File: config.mk
export PLATFORM = sky130hd
export DESIGN_NAME = fetch_bp
export DESIGN_NICKNAME = d
export VERILOG_FILES = /design/src/rtl/fetch_bp.sv
export SDC_FILE = /design/constraint.sdc
export NUM_CORES = 2
export LEC_CHECK = 0
export BUFFER_PORTS_ARGS = -buffer_cell sky130_fd_sc_hd__buf_2
export CAP_MARGIN = 20
export CORE_ASPECT_RATIO = 0.75
export CORE_UTILIZATION = 35
export CTS_BUF_LIST = sky130_fd_sc_hd__clkbuf_2 sky130_fd_sc_hd__clkbuf_4 sky130_fd_sc_hd__clkbuf_8
export DETAILED_ROUTE_END_ITERATION = 10
export MAX_ROUTING_LAYER = met4
export PLACE_DENSITY = 0.52
export SLEW_MARGIN = 25
export SYNTH_ARGS = -nofsm -noshare
export SYNTH_HDL_FRONTEND = slang
export SYNTH_SLANG_ARGS = --single-unit
export TNS_END_PERCENT = 20
File: constraint.sdc
create_clock -name CLK -period 6.25 [get_ports CLK]
set_clock_uncertainty 0.15 [all_clocks]
set_input_delay 1.25 -clock CLK [delete_from_list [all_inputs] [get_ports CLK]]
set_output_delay 1.25 -clock CLK [all_outputs]
set_load 0.01 [all_outputs]
File: src/rtl/fetch_bp.sv
// RV32I instruction-fetch stage: owns the fetch PC and picks the next PC using a
// direct-mapped 2-bit counter table plus BTB, trained from EX and redirected on mispredict.
module fetch_bp #(
    parameter logic [31:0] START_PC = 32'h0000_8000,
    parameter int          IDX_BITS = 6
) (
    input  logic        CLK,
    input  logic        RST,
    input  logic        stall,
    input  logic        fail_predictD,
    input  logic        fail_predictE,
    input  logic [31:0] nextpc,
    input  logic        upd_valid,
    input  logic [31:0] upd_pc,
    input  logic        upd_taken,
    input  logic [31:0] upd_target,
    output logic [31:0] imem_addr,
    input  logic [31:0] imem_rdata,
    output logic [31:0] pcF,
    output logic [31:0] instF,
    output logic        pred_takenF,
    output logic [31:0] pred_pcF
);

    localparam int ENTRIES = 1 << IDX_BITS;
    localparam int TAG_W   = 30 - IDX_BITS;

    typedef logic [IDX_BITS-1:0] idx_t;
    typedef logic [TAG_W-1:0]    tag_t;

    typedef struct packed {
        tag_t        tag;
        logic [31:0] target;
    } btb_entry_t;

    logic [31:0]             pc_q;
    logic [ENTRIES-1:0][1:0] cnt;
    logic [ENTRIES-1:0]      valid;
    btb_entry_t              btb [ENTRIES];

    idx_t       look_idx, upd_idx;
    tag_t       look_tag, upd_tag;
    btb_entry_t look_ent;
    logic       hit;
    logic [1:0] cnt_nxt;
    logic       unused_upd_lsb;

    assign look_idx = pc_q[IDX_BITS+1:2];
    assign look_tag = pc_q[31:IDX_BITS+2];
    assign upd_idx  = upd_pc[IDX_BITS+1:2];
    assign upd_tag  = upd_pc[31:IDX_BITS+2];
    assign unused_upd_lsb = ^upd_pc[1:0];

    // Lookup reads the registered tables, so a same-cycle update is not visible yet.
    assign look_ent    = btb[look_idx];
    assign hit         = valid[look_idx] && (look_ent.tag == look_tag);
    assign pred_takenF = hit && cnt[look_idx][1];
    assign pred_pcF    = pred_takenF ? look_ent.target : pc_q + 32'd4;

    assign pcF       = pc_q;
    assign imem_addr = pc_q;
    assign instF     = imem_rdata;

    always_comb begin
        cnt_nxt = cnt[upd_idx];
        if (upd_taken) begin
            if (cnt[upd_idx] != 2'b11) cnt_nxt = cnt[upd_idx] + 2'b01;
        end else begin
            if (cnt[upd_idx] != 2'b00) cnt_nxt = cnt[upd_idx] - 2'b01;
        end
    end

    // Redirect wins over stall: the mispredicted instruction has already left F.
    always_ff @(posedge CLK) begin
        if (RST)                                pc_q <= START_PC;
        else if (fail_predictD | fail_predictE) pc_q <= nextpc;
        else if (!stall)                        pc_q <= pred_pcF;
    end

    always_ff @(posedge CLK) begin
        if (RST) begin
            cnt   <= {ENTRIES{2'b01}};
            valid <= '0;
        end else if (upd_valid) begin
            cnt[upd_idx] <= cnt_nxt;
            if (upd_taken) valid[upd_idx] <= 1'b1;
        end
    end

    // Tag/target need no reset; the valid bit guards them. Not-taken never clears an entry.
    always_ff @(posedge CLK) begin
        if (!RST && upd_valid && upd_taken)
            btb[upd_idx] <= '{tag: upd_tag, target: upd_target};
    end

endmodule

### After elaboration in Yosys (flattened, before gate mapping)

Memories as Yosys holds them, arrays and structs flattened. A register that Yosys moved wholly into a read port is not among the register bits.
Index checks and enable logic that the tools add are counted.

| operators by class | value |
|---|---|
| reductions and logical operators | 8 |
| eq/ne operators | 3 |
| add/sub/neg operators | 3 |
| order comparisons | 3 |
| muxes and demuxes | 21 |
| bitwise operators | 2 |

Operators by type and width:

| cell | count |
|---|---|
| $bwmux 128 | 1 |
| $mux 32 | 3 |
| $or 64x64->64 | 1 |
| $add 32x3->32 const B | 1 |
| $bmux 2 s6 | 2 |
| $eq 24x24->1 | 1 |
| $lt 6x7->1 const B | 2 |
| $demux 2 s6 | 1 |
| $mux 2 | 6 |
| $mux 6 | 2 |
| $bmux 1 s6 | 1 |
| $demux 1 s6 | 1 |
| $ge 6x1->1 const B | 1 |
| $logic_and 1x1->1 | 5 |
| $mux 1 | 4 |
| $add 2x1->2 const B | 1 |
| $ne 2x1->1 const B | 1 |
| $ne 2x2->1 const B | 1 |
| $reduce_and 2->1 | 1 |
| $reduce_bool 2->1 | 1 |
| $sub 2x1->2 const B | 1 |
| $logic_not 1->1 | 1 |
| $or 1x1->1 | 1 |

| storage, ports and cells | value |
|---|---|
| output and inout bits | 129 |
| bits in registers | 224 |
| memory bits (writable) | 3584 |
| memories | 1 |
| input port bits | 135 |

Memories:

| memory | depth | bits a word | read ports | clocked after memory_dff | wr ports | RTL line | RTL |
|---|---|---|---|---|---|---|---|
| btb | 64 | 56 | 1 | 1 | 1 | 39 | `btb_entry_t btb [ENTRIES];` |

### Longest topological paths before layout

| logic depth | value |
|---|---|
| depth after elaboration | 9 |
| gate-level depth with buffers | 18 |
| mapped depth without buffers | 11 |

### Least setup slack after synthesis

Ideal clock, no wire load.

| timing | value |
|---|---|
| path type | input -> register |
| start point | input port upd_pc[7] |
| end point | memory btb[32][0] in the netlist's numbering (enable) |
| stages on the path | 5 |
| path buffers | 2 |
| slack | 623 ps |
| arrival time | 5007 ps |
| library setup time | 470 ps |
| required time | 5630 ps |
| cells stage by stage | clkbuf_1 nor3b_1 nand2_1 clkbuf_1 nor2_1 |

RTL lines:

| what | RTL line | RTL |
|---|---|---|
| start, declared | 14 | `input logic [31:0] upd_pc,` |
| end, declared | 39 |  |

No word-level cell before the write port.

==> results.sh <==
export IMPL_core_um2=420000
export IMPL_fp_dieH_um=565
export IMPL_comb_power_share_pct=7.2
export IMPL_setup_viol=32
export IMPL_global_route_usage_over_all_layers_pct=24.0
export IMPL_highest_clock_rate_mhz=148
export IMPL_ctsLongestPathBuffers=4
export IMPL_layout_nets=8008
export IMPL_initial_utilization_pct=35.2
export IMPL_htree_levels=6
export IMPL_cp_slowest_stage_delay_ns=0.40
export IMPL_fraction_of_post_synthesis_cell_area_in_the_top_cell_type_by_area_pct=72.7
export IMPL_grt_pass1_wl_um=680000
export IMPL_worst_slack_setup_final_ns=-0.495
export IMPL_p_clk_share_pct=39.4
export IMPL_violations="setup timing"
export IMPL_syn_instance_count=7059
export IMPL_layout_commonest_cell="edfxtp_1"
export IMPL_hold_viol=0
export IMPL_finalCritPeriodShare_pct=108
export IMPL_die_w_um=753
export IMPL_yosys_register_bits=3814
export IMPL_power_internal_mw=40.2
export IMPL_route_vias_total=81083
export IMPL_total_number_of_placement_rows=206
export IMPL_post_layout_nonfiller_instances=13933
export IMPL_cts_tree="built"
export IMPL_first_global_vias=78141
export IMPL_hp_start="nextpc[15]"
export IMPL_maxSlewHeadroom_pct=21.1
export IMPL_synth_nets=7195
export IMPL_layout_cell_area_non_filler_um2=173000
export IMPL_p_sw_share_pct=23.5
export IMPL_drt_pass1_iter_count=8
export IMPL_power_static_leakage_nw=53.7
export IMPL_worstPathMaxFanout=6
export IMPL_synth_edff_count=3584
export IMPL_pre_cts_slack_ns=0.143
export IMPL_layout_area_overhead_pct=16.8
export IMPL_power_switching_mw=12.4
export IMPL_power_density_nw_per_um2=304
export IMPL_vdd_ir_drop_worst_v=0.000166
export IMPL_setup_reg_to_reg_worst_slack_ns=1.55
export IMPL_largest_net_degree_at_the_start_of_global_routing=102
export IMPL_viasPerCell=5.82
export IMPL_pwr_share_seq_pct=53.4
export IMPL_wire_per_inst_um=36.4
export IMPL_critical_path_cell_chain="buf_8, buf_16, buf_4, clkinvlp_4, buf_6, mux2_2, o221a_4, a211oi_4, xor2_1, nand3_2, nor4_4, nand4_1, buf_6, buf_12, a211oi_1, buf_4, a21oi_2, buf_2"
export IMPL_slew_viol_final=0
export IMPL_clock_sinks=3814
export IMPL_layout_area_seq_um2=112000
export IMPL_post_route_cells_drive_above_1_share_pct=34.5
export IMPL_remaining_drc_errors=0
export IMPL_async_set_or_reset_flop_fraction_in_the_synthesized_netlist_pct=0
export IMPL_timing_worst_setup_path_type="reg -> out"
export IMPL_slew_at_the_pin_with_the_worst_max_slew_slack_ns=1.18
export IMPL_report_power_total_mw=52.6
export IMPL_cts_root_buf="clkbuf_8"
export IMPL_clk_transition_reported_paths_ns=0.07
export IMPL_place_area_um2=159000
export IMPL_io_buffers=197
export IMPL_boundaryPins=264
export IMPL_floorplan_die_area_um2=426000
export IMPL_mostFrequentLayoutCells="edfxtp_1 (3,584), mux4_2 (999), clkbuf_8 (620), buf_4 (333), nand2_1 (233)"
export IMPL_seq_area_frac_synth_pct=75.8
export IMPL_dr_first_iter_drc_count=12289
export IMPL_cts_made_buffers=594
export IMPL_crit_path_top_delay_cell="dfxtp_4"
export IMPL_timing_reg2reg_worst_path_depth=20
export IMPL_yosys_top_cell_by_area="edfxtp_1"
export IMPL_fin_crit_ns=6.75
export IMPL_synth_top_flop_cell="edfxtp_1"
export IMPL_fillerInstances=36921
export IMPL_synthesis_yosys_warnings=0
export IMPL_cts_hold_buffers_added=0
export IMPL_detail_route_antenna_nets=0
export IMPL_multi_input_area_um2=34300
export IMPL_biggest_area_contributors_in_the_synthesized_netlist="edfxtp_1 (73%), mux4_2 (15%), dfxtp_1 (3.1%)"
export IMPL_crit_required_ns=4.85
export IMPL_place_inst=12788
export IMPL_number_of_antenna_violations_at_the_first_check_in_global_routing=37
export IMPL_netlist_cell_type_count=79
export IMPL_clk_latency_ns=1.13
export IMPL_rsz_0062_raised_after_global_routing="yes"
export IMPL_critical_path_endpoint="pred_pcF[19]"
export IMPL_grt_overflow=0
export IMPL_crit_arrival_ns=5.35
export IMPL_drv_cap=0
export IMPL_kind_of_end_point_of_the_critical_path="primary output"
export IMPL_cp_start_kind="flip-flop"
export IMPL_total_routed_length_um=507000
export IMPL_post_synth_cell_area_avg_um2=21.0
export IMPL_gp_congestion=0.858
export IMPL_place_hpwl_um=277000
export IMPL_hold_path_class="in -> reg"
export IMPL_combined_area_of_all_synthesized_cells_um2=148000
export IMPL_outcome="finished, violations left"
==> cell type report <==
cell class              count  share of cell area, %
clock buffers             825                   5.82
diodes                     14                 0.0203
repair buffers            709                   4.47
flip-flops and latches   3814                   64.9
inverters                  78                  0.181
multi-input cells        2675                   19.8
well taps                5616                   4.06
clock inverters           202                  0.689
==> per-layer routing <==
metal  up-vias  wire [µm]  GRT usage (%)
met5         -          0              -
met4         0      16600           7.01
met3       755      51400           4.61
met2      4852     222000           34.5
met1     44319     216000           34.7
li1      31157          -              -
==> how the worst min path moves through the flow <==
stage                            endpoint  slack, ns  depth (start not counted)
2_1_floorplan       cnt[122]$_SDFFE_PP1P_       0.29                          1
3_3_place_gp         cnt[88]$_SDFFE_PP1P_       0.29                          1
3_5_place_dp        cnt[108]$_SDFFE_PP1P_       0.30                          1
4_1_cts        imem_addr[15]$_SDFFE_PP1N_       0.19                          3
5_1_grt         imem_addr[9]$_SDFFE_PP0N_       0.25                          3
6_report       imem_addr[15]$_SDFFE_PP1N_       0.25                          3
==> cells in the mapped netlist (24+ instances only) <==
| cell type | count |
|---|---|
| buf_2 | 123 |
| clkbuf_1 | 207 |
| edfxtp_1 | 3584 |
| mux2i_1 | 155 |
| a22oi_1 | 143 |
| buf_1 | 51 |
| nand2_1 | 237 |
| a221oi_1 | 24 |
| o22ai_1 | 104 |
| a22o_1 | 39 |
| nand3_1 | 57 |
| dfxtp_1 | 230 |
| xnor2_1 | 26 |
| o21ai_0 | 32 |
| a21oi_1 | 97 |
| nand4_1 | 26 |
| a211o_1 | 67 |
| buf_4 | 99 |
| inv_1 | 75 |
| a21o_1 | 28 |
| nor2_1 | 256 |
| mux4_2 | 999 |
| nor3_1 | 92 |
==> what timing repair did <==
item / CTS / global route
gates resized for setup: 138 / 72
hold endpoints to repair: 0 / 0
cloned: 17 / 2
buffers inserted: 53 / 31
setup endpoints to repair: 33 / 33
pin swaps: 13 / 17
==> worst max-delay path: cells and delay by family (launching register included) <==
family / cells / cell delay, ns
DFF: 1 / 0.40
AOI/OAI and AO/OA: 4 / 0.83
and+or+nand+nor: 3 / 0.70
xor gates and xnor gates: 1 / 0.21
buffers and inverters: 9 / 1.75
muxes: 1 / 0.29
==> power by group through the flow <==
stage / Sequential (mW) / Clock [mW] / Combinational [mW]
after global placement: 28.6 / 0 / 3.44
after global routing: 28.1 / 22.1 / 3.91
after CTS: 28.1 / 21.0 / 3.69
final: 28.1 / 20.7 / 3.77
after detailed placement: 28.6 / 0 / 3.48
after floorplan: 28.6 / 0 / 1.95
==> through the flow <==
stage	util, %	hold slack [ns]	TNS [ns]
2_1_floorplan	-	0.286	0
5_1_grt	41.1	0.250	-14.72
6_report	41.1	0.250	-12.13
3_5_place_dp	37.9	0.302	0
3_3_place_gp	37.8	0.293	0
4_1_cts	40.9	0.185	-12.58
==> state kept, by name (all words and copies together) (netlist names), named ones only <==
name and cells:
valid 64, cnt 128, btb 3584, imem_addr 32
==> cells by family (layout without fill, tap and decap cells) <==
group,after synthesis,count (layout),share of synthesized area [%]
adders and majority gates,2,2,0.0152
AOI/OAI and AO/OA,646,646,3.14
DFF,3814,3814,75.8
muxes,1177,1177,16.4
and+or+nand+nor,807,807,2.51
xor gates and xnor gates,43,43,0.254
buffers and inverters,570,1814,1.86
other,0,14,0
Note: power is estimated with default switching activity, not from simulation.
